**src/rtl/ysyx_24090003_mem_arbiter.sv**
```systemverilog
// ---------------------------------------------------------------------------
// ysyx_24090003_mem_arbiter
//
// Shares one memory port between the instruction fetch unit (IFU, read-only)
// and the load/store unit (LSU, read/write). Only one transaction is
// outstanding at a time. Each request is accepted by a valid/ready
// handshake. The owning master then gets a one-cycle response pulse. A
// response timeout forces an error response, so a stalled slave cannot
// hang the core.
//
// Configuration macro:
//   YSYX_24090003_ARB_RR_EN  defined   -> round-robin tie-break (last_owner)
//                            undefined -> fixed priority, LSU wins ties
//
// Parameter:
//   TIMEOUT_CYCLES  cycles spent in RSP without a response before an error
//                   response is forced (1..255)
//
// Ports:
//   i_clk, i_rst_n                  clock, async active-low reset
//   i_ifu_req_valid / o_ifu_req_ready / i_ifu_addr          IFU request
//   o_ifu_rsp_valid / o_ifu_rdata / o_ifu_rsp_err           IFU response
//   i_lsu_req_valid / o_lsu_req_ready / i_lsu_addr,
//   i_lsu_wen / i_lsu_wdata / i_lsu_wstrb                   LSU request
//   o_lsu_rsp_valid / o_lsu_rdata / o_lsu_rsp_err           LSU response
//   o_mem_req_valid / i_mem_req_ready / o_mem_addr,
//   o_mem_wen / o_mem_wdata / o_mem_wstrb                   memory request
//   i_mem_rsp_valid / i_mem_rdata / i_mem_rsp_err /
//   o_mem_rsp_ready                                         memory response
// ---------------------------------------------------------------------------
module ysyx_24090003_mem_arbiter #(
    parameter int TIMEOUT_CYCLES = 255
) (
    input  logic        i_clk,
    input  logic        i_rst_n,
    input  logic        i_ifu_req_valid,
    output logic        o_ifu_req_ready,
    input  logic [31:0] i_ifu_addr,
    output logic        o_ifu_rsp_valid,
    output logic [31:0] o_ifu_rdata,
    output logic        o_ifu_rsp_err,
    input  logic        i_lsu_req_valid,
    output logic        o_lsu_req_ready,
    input  logic [31:0] i_lsu_addr,
    input  logic        i_lsu_wen,
    input  logic [31:0] i_lsu_wdata,
    input  logic [3:0]  i_lsu_wstrb,
    output logic        o_lsu_rsp_valid,
    output logic [31:0] o_lsu_rdata,
    output logic        o_lsu_rsp_err,
    output logic        o_mem_req_valid,
    input  logic        i_mem_req_ready,
    output logic [31:0] o_mem_addr,
    output logic        o_mem_wen,
    output logic [31:0] o_mem_wdata,
    output logic [3:0]  o_mem_wstrb,
    input  logic        i_mem_rsp_valid,
    input  logic [31:0] i_mem_rdata,
    input  logic        i_mem_rsp_err,
    output logic        o_mem_rsp_ready
);

    typedef enum logic [1:0] {
        S_IDLE = 2'd0,
        S_REQ  = 2'd1,
        S_RSP  = 2'd2,
        S_RESP = 2'd3
    } state_t;

    typedef enum logic {
        OWN_IFU = 1'b0,
        OWN_LSU = 1'b1
    } owner_t;

    // The counter value that marks the last cycle a response is waited for.
    localparam logic [7:0] CNT_LAST = 8'(TIMEOUT_CYCLES - 1);

    state_t      state;
    state_t      state_nxt;
    owner_t      owner;
    logic [31:0] addr_q;
    logic        wen_q;
    logic [31:0] wdata_q;
    logic [3:0]  wstrb_q;
    logic [31:0] rdata_q;
    logic        err_q;
    logic [7:0]  cnt;

    logic        grant_ifu;
    logic        grant_lsu;
    logic        accept;
    logic        rsp_take;
    logic        rsp_timeout;

`ifdef YSYX_24090003_ARB_RR_EN
    owner_t      last_owner;

    // On a tie, the master that did not own the previous accept wins.
    assign grant_lsu = i_lsu_req_valid && (!i_ifu_req_valid || (last_owner == OWN_IFU));
`else
    assign grant_lsu = i_lsu_req_valid;
`endif
    assign grant_ifu = i_ifu_req_valid && !grant_lsu;

    // The latched request fields drive the memory port directly. They only
    // change at an accept, so they stay stable through REQ.
    assign o_mem_addr  = addr_q;
    assign o_mem_wen   = wen_q;
    assign o_mem_wdata = wdata_q;
    assign o_mem_wstrb = wstrb_q;

    always_comb begin
        // NOTE: every signal written here gets a default first. No path can
        // then leave a value held, which would infer a latch.
        state_nxt       = state;
        o_ifu_req_ready = 1'b0;
        o_lsu_req_ready = 1'b0;
        o_ifu_rsp_valid = 1'b0;
        o_ifu_rdata     = 32'h0;
        o_ifu_rsp_err   = 1'b0;
        o_lsu_rsp_valid = 1'b0;
        o_lsu_rdata     = 32'h0;
        o_lsu_rsp_err   = 1'b0;
        o_mem_req_valid = 1'b0;
        o_mem_rsp_ready = 1'b0;
        accept          = 1'b0;
        rsp_take        = 1'b0;
        rsp_timeout     = 1'b0;

        case (state)
            S_IDLE: begin
                o_ifu_req_ready = grant_ifu;
                o_lsu_req_ready = grant_lsu;
                accept          = grant_ifu || grant_lsu;
                if (accept) begin
                    state_nxt = S_REQ;
                end
            end
            S_REQ: begin
                o_mem_req_valid = 1'b1;
                if (i_mem_req_ready) begin
                    state_nxt = S_RSP;
                end
            end
            S_RSP: begin
                o_mem_rsp_ready = 1'b1;
                // The response takes priority over a timeout in the same cycle.
                if (i_mem_rsp_valid) begin
                    rsp_take  = 1'b1;
                    state_nxt = S_RESP;
                end else if (cnt == CNT_LAST) begin
                    rsp_timeout = 1'b1;
                    state_nxt   = S_RESP;
                end
            end
            S_RESP: begin
                if (owner == OWN_LSU) begin
                    o_lsu_rsp_valid = 1'b1;
                    o_lsu_rdata     = rdata_q;
                    o_lsu_rsp_err   = err_q;
                end else begin
                    o_ifu_rsp_valid = 1'b1;
                    o_ifu_rdata     = rdata_q;
                    o_ifu_rsp_err   = err_q;
                end
                state_nxt = S_IDLE;
            end
            default: state_nxt = S_IDLE;
        endcase
    end

    always_ff @(posedge i_clk or negedge i_rst_n) begin
        // NOTE: state registers use non-blocking assignments. Every flop then
        // samples pre-edge values, whatever order the blocks are evaluated in.
        if (!i_rst_n) begin
            state <= S_IDLE;
        end else begin
            state <= state_nxt;
        end
    end

    always_ff @(posedge i_clk or negedge i_rst_n) begin
        if (!i_rst_n) begin
            owner   <= OWN_IFU;
            addr_q  <= 32'h0;
            wen_q   <= 1'b0;
            wdata_q <= 32'h0;
            wstrb_q <= 4'h0;
            rdata_q <= 32'h0;
            err_q   <= 1'b0;
            cnt     <= 8'h0;
        end else begin
            if (accept) begin
                // IFU requests carry no write fields, so they are latched as 0.
                owner   <= grant_lsu ? OWN_LSU : OWN_IFU;
                addr_q  <= grant_lsu ? i_lsu_addr : i_ifu_addr;
                wen_q   <= grant_lsu && i_lsu_wen;
                wdata_q <= grant_lsu ? i_lsu_wdata : 32'h0;
                wstrb_q <= grant_lsu ? i_lsu_wstrb : 4'h0;
            end

            if ((state == S_REQ) && i_mem_req_ready) begin
                cnt <= 8'h0;
            end else if ((state == S_RSP) && !i_mem_rsp_valid) begin
                cnt <= cnt + 8'd1;
            end

            if (rsp_take) begin
                rdata_q <= wen_q ? 32'h0 : i_mem_rdata;
                err_q   <= i_mem_rsp_err;
            end else if (rsp_timeout) begin
                rdata_q <= 32'h0;
                err_q   <= 1'b1;
            end
        end
    end

`ifdef YSYX_24090003_ARB_RR_EN
    // last_owner resets to LSU, so the first tie after reset grants IFU.
    always_ff @(posedge i_clk or negedge i_rst_n) begin
        if (!i_rst_n) begin
            last_owner <= OWN_LSU;
        end else if (accept) begin
            last_owner <= grant_lsu ? OWN_LSU : OWN_IFU;
        end
    end
`endif

endmodule

```
**config.mk**
```make
export PLATFORM = sky130hd
export DESIGN_NAME = ysyx_24090003_mem_arbiter
export DESIGN_NICKNAME = d
export VERILOG_FILES = /design/src/rtl/ysyx_24090003_mem_arbiter.sv
export SDC_FILE = /design/constraint.sdc
export NUM_CORES = 1
export LEC_CHECK = 0
export BUFFER_PORTS_ARGS = -buffer_cell sky130_fd_sc_hd__buf_2
export CORE_MARGIN = 4
export CORE_UTILIZATION = 45
export CTS_CLUSTER_SIZE = 28
export DETAILED_ROUTE_END_ITERATION = 10
export GPL_ROUTABILITY_DRIVEN = 0
export GPL_TIMING_DRIVEN = 0
export MAX_ROUTING_LAYER = met4
export PLACE_DENSITY = 0.8
export SYNTH_ARGS = -nofsm -noshare
export SYNTH_HDL_FRONTEND = slang
export SYNTH_SLANG_ARGS = --single-unit
export TNS_END_PERCENT = 100
```
**constraint.sdc**
```tcl
create_clock -name i_clk -period 2.4 [get_ports i_clk]
set_input_delay 0.72 -clock i_clk [delete_from_list [all_inputs] [get_ports i_clk]]
set_output_delay 0.72 -clock i_clk [all_outputs]
set_load 0.05 [all_outputs]
```
After elaboration in Yosys (flattened, before gate mapping):

Index checks and enable logic that the tools add are counted.

* logic and storage cells: 66
* flip-flop bits (word level): 113

* $add $sub $neg: 1
* reductions and logical operators: 11
* equal/unequal tests: 7
* multiplexer cells: 38

Operators by type and width (number)
* two-way mux 32 bit: 9
* two-way mux 1 bit: 21
* two-way mux 8 bit: 2
* adder 8 x 1 -> 8 bit, second input constant: 1
* equality test 8 bit, second input constant: 1
* two-way mux 2 bit: 4
* one-hot mux 2 bit (4 select lines): 1
* equality test 2 bit, second input constant: 2
* logical AND 1 bit: 4
* two-way mux 4 bit: 1
* inequality test 2 bit, second input constant: 2
* nonzero test 2 bit: 2
* inequality test 3 bit, second input constant: 1
* AND reduction 3 bit: 1
* equality test 2 x 1 -> 1 bit, second input constant: 1
* zero test 1 bit: 2
* zero test 2 bit: 1
* logical OR 1 bit: 1

Longest topological paths before layout:

* depth after elaboration: 6
* depth in mapped cells: 7

Worst setup path after synthesis:

Ideal clock, no wire load.

* path kind: input -> output
* from: input i_lsu_req_valid
* to: output o_ifu_req_ready
* stages on the path: 3
* slack: -35 ps
* buffers on the path: 2
* data arrival time: 1715 ps
* cells stage by stage: buf_6 -> buf_2 -> nor2_1

* longest elaborated chain between the ends: 3

RTL lines
* start: declaration: line 42 `input logic i_lsu_req_valid,`
* zero test 1 bit: line 103 `assign grant_ifu = i_ifu_req_valid && !grant_lsu;`
* logical AND 1 bit: line 103
* two-way mux 1 bit: line 130 `case (state)`
* end: declaration: line 37 `output logic o_ifu_req_ready,`

No other way between the ends.

Worst setup path after layout:

* from: register state[1]
* to: output o_ifu_rdata[6]

* longest elaborated chain between the ends: 2

RTL lines
* start: declaration: line 78 `state_t state;`
* start signal: assignment: line 178 `state <= state_nxt;`
* equality test 2 bit: line 130
* two-way mux 32 bit: line 130
* end: declaration: line 40 `output logic [31:0] o_ifu_rdata,`

No other way between the ends.

==> impl_metrics.py <==
metrics = {
    "critical_path": {
        "crit_path_end_kind": "output pin",
        "critPathBufInv": 3,
        "crit_path_top_delay_cell": "dfrtp_1",
        "r2r_setup_slack_ns": 0.32,
        "crit_required_ns": 1.68,
        "crit_top_cell": "buf_6",
        "crit_path_max_incr_delay_ns": 0.42,
        "crit_type": "flop to output pin",
        "cp_top_family": "buffers and inverters",
        "critPathMaxFanout": 10,
        "cp-start-kind": "flop",
        "cp.arrival_ns": 1.83,
        "crit_chain": "ha_4 > nor2b_4 > buf_6 > buf_8 > and2_1 > buf_6",
    },
    "sta": {
        "hold_viol_final": 0,
        "finalCritPeriodShare_pct": 106,
        "fmax_mhz": 392,
        "rsz0062_at_grt": "true",
        "setup_viol": 35,
        "slew_violations": 0,
        "worstMarginPinSlew_ns": 0.551,
        "setup_ws_ns": -0.150,
        "relSlewSlack_pct": 63.2,
        "period_minus_slack_ns": 2.55,
        "fin_worst_skew_ns": 0.00908,
    },
    "yosys": {
        "syn-num-nets": 664,
        "synth_cell_types": 40,
        "yosysWarnings": 0,
        "async_reset_ff_share_pct": 100,
        "yosys_register_bits": 113,
        "synth_seq_area_share_pct": 52.5,
        "syn-mean-instance-area_sq_um": 10.4,
        "synth_edf_count": 0,
        "netlist_area_sq_um": 5390,
        "ys.flop_type": "dfrtp_1",
        "syn_inst": 517,
    },
    "clock_network": {
        "clock_latency_ns": 0.41,
        "clk_pin_slew_ns": 0.05,
        "cts_tree": "done",
        "cts_max_level": 4,
        "cts_sinks": 113,
        "clk_path_buf_depth": 2,
        "ctsHoldBuffers": 0,
        "ctsRootBufferMaster": "clkbuf_16",
        "numCtsBuffers": 17,
    },
    "floorplan": {
        "die_h_um": 117,
        "start_util_pct": 46.6,
        "die_w_um": 117,
        "pin_count": 281,
        "rows": 39,
        "dieArea_sq_um": 13800,
        "core_sq_um": 11600,
    },
    "layout": {
        "layout.cells.most_common": "buf_2",
        "final_cell_mix": "buf_2 (240), dfrtp_1 (112), o21ai_0 (67)",
        "syn2layout_area_growth_pct": 51.5,
        "fin_area_sq_um": 8160,
        "drive_gt1_share_pct": 46.2,
        "fin_nets": 974,
    },
    "power_and_ir_drop": {
        "ir_worst_vdd_mv": 1.04,
        "p_comb_share_pct": 57.2,
        "p_clk_share_pct": 18.4,
        "intPower_w": 0.00661,
        "p_leak_nw": 4.54,
        "power_per_cell_area_nw_per_um2": 1620,
        "fin_total_pwr_w": 0.0133,
        "seq_power_share_pct": 24.5,
        "sw_frac_of_total_pct": 50.1,
        "switchingPower_w": 0.00664,
    },
    "routing": {
        "dr.pass1.iters": 6,
        "dr_wl_met2_um": 9640,
        "postRouteAntennaNets": 0,
        "wl_um": 18500,
        "wl_met3_um": 1330,
        "drt-initial-drc-count": 434,
        "drc": 0,
        "detailroute.via_count": 5373,
        "highest_layer": "met4",
        "wirelength_met1_um": 7010,
        "wl_per_cell_um": 18.8,
        "vias_per_cell": 5.46,
    },
    "grt": {
        "grt_max_degree": 74,
        "grt_overflow": 0,
        "grtUsageTotal_pct": 25.4,
        "first_global_vias": 5354,
        "antenna_found_initial": 1,
        "grt_first_pass_wirelength_um": 27300,
    },
    "min_path": {
        "worstHoldPathType": "input port to async pin",
    },
    "place": {
        "dpl_cell_area_sq_um": 7010,
        "hpwl_um": 13300,
        "portBuffers": 279,
    },
    "job": {
        "maxCapViolCount": 0,
    },
    "outcome": {
        "violations": "setup timing",
        "status": "finished, violations left",
    },
}
[cells by family after synthesis]
family                   count (synthesis)  synth area share, %
AND/OR/NAND/NOR                        131                 14.0
AO/OA/AOI/OAI                          155                 19.6
flip-flops                             113                 52.5
buffers and inverters                   77                 6.04
multiplexers                            32                 5.94
XOR/XNOR                                 2                0.325
adder cells (fa/ha/maj)                  7                 1.63
[area by class of cell]
class,count,area (sq um)
repair buffers,293,1890
flip-flops and latches,113,2830
diodes,1,2.50
plain buffers,38,214
clock inverters,13,129
fillers,815,3400
multi-input cells,327,2330
clock buffers,19,453
well taps,143,179
inverters,37,141
[worst register-to-register path, cell delays in order, from the launching register on]
cell and delay [ns]:
dfrtp_1 0.41, inv_1 0.19, ha_1 0.33, buf_4 0.23
clkbuf_1 0.39, a2bb2oi_1 0.25, o21ai_0 0.14
[state kept, by name, indices dropped and copies added, names as in the netlist]
signal       cells
rdata_q         32
owner            1
err_q            1
o_mem_wen        1
o_mem_addr      32
o_mem_wstrb      4
cnt              8
o_mem_wdata     32
state            2
[power by group through the flow]
stage	Clock (W)	Sequential (W)	Combinational, W
2_1_floorplan	0	0.00489	0.00337
5_1_grt	0.00257	0.00332	0.00795
4_1_cts	0.00246	0.00320	0.00713
3_5_place_dp	0	0.00320	0.00680
3_3_place_gp	0	0.00317	0.00666
6_report	0.00243	0.00324	0.00758
[cell usage after synthesis, drive strengths merged (7+ instances only)]
cell,n,area [sq um]
a2bb2oi,31,272
a22o,37,324
and3,35,219
o21ai,69,345
inv,37,139
a21oi,9,45.0
dfrtp,113,2830
clkbuf,18,68.8
and2,36,225
buf,22,118
mux2i,32,320
nand2,37,139
ha,7,87.6
[metrics by stage]
step | util [%] | hold slack (ns) | worst slack [ns] | setup TNS, ns | std cells
3_5_place_dp | 60.6 | 0.465 | -0.124 | -3.39 | 940
2_1_floorplan | - | 0.424 | 0.0731 | 0 | 517
6_report | 70.6 | 0.302 | -0.150 | -3.54 | 984
4_1_cts | 68.1 | 0.316 | -0.0694 | -2.31 | 973
5_1_grt | 70.6 | 0.332 | -0.199 | -5.60 | 984
3_3_place_gp | 60.3 | 0.460 | -0.664 | -75.19 | 939
[what timing repair did]
item,in CTS,in global routing
resized for setup,89,87
setup endpoints to repair,67,67
pin swaps,0,2
setup buffers,1,12
cloned,0,1
[path summary, 6_finish.rpt]
check,startpoint,end,cells past startpoint
worst max-delay path,state[1],o_ifu_rdata[6],6
worst min-delay path,i_rst_n,rdata_q[1],1
worst max register to register,state[0],rdata_q[15],6
worst min register to register,o_mem_addr[8],o_mem_addr[8],2
max in group asynchronous,i_rst_n,owner,2
min in group i_clk,o_mem_addr[8],o_mem_addr[8],2
[layer usage]
| metal | track usage [%] | up-vias |
|---|---|---|
| met2 | 44.6 | 315 |
| met1 | 27.6 | 2573 |
| li1 | - | 2444 |
| met4 | 10.1 | 0 |
| met5 | - | - |
| met3 | 6.50 | 41 |
Power figures use the tool's default switching activity.
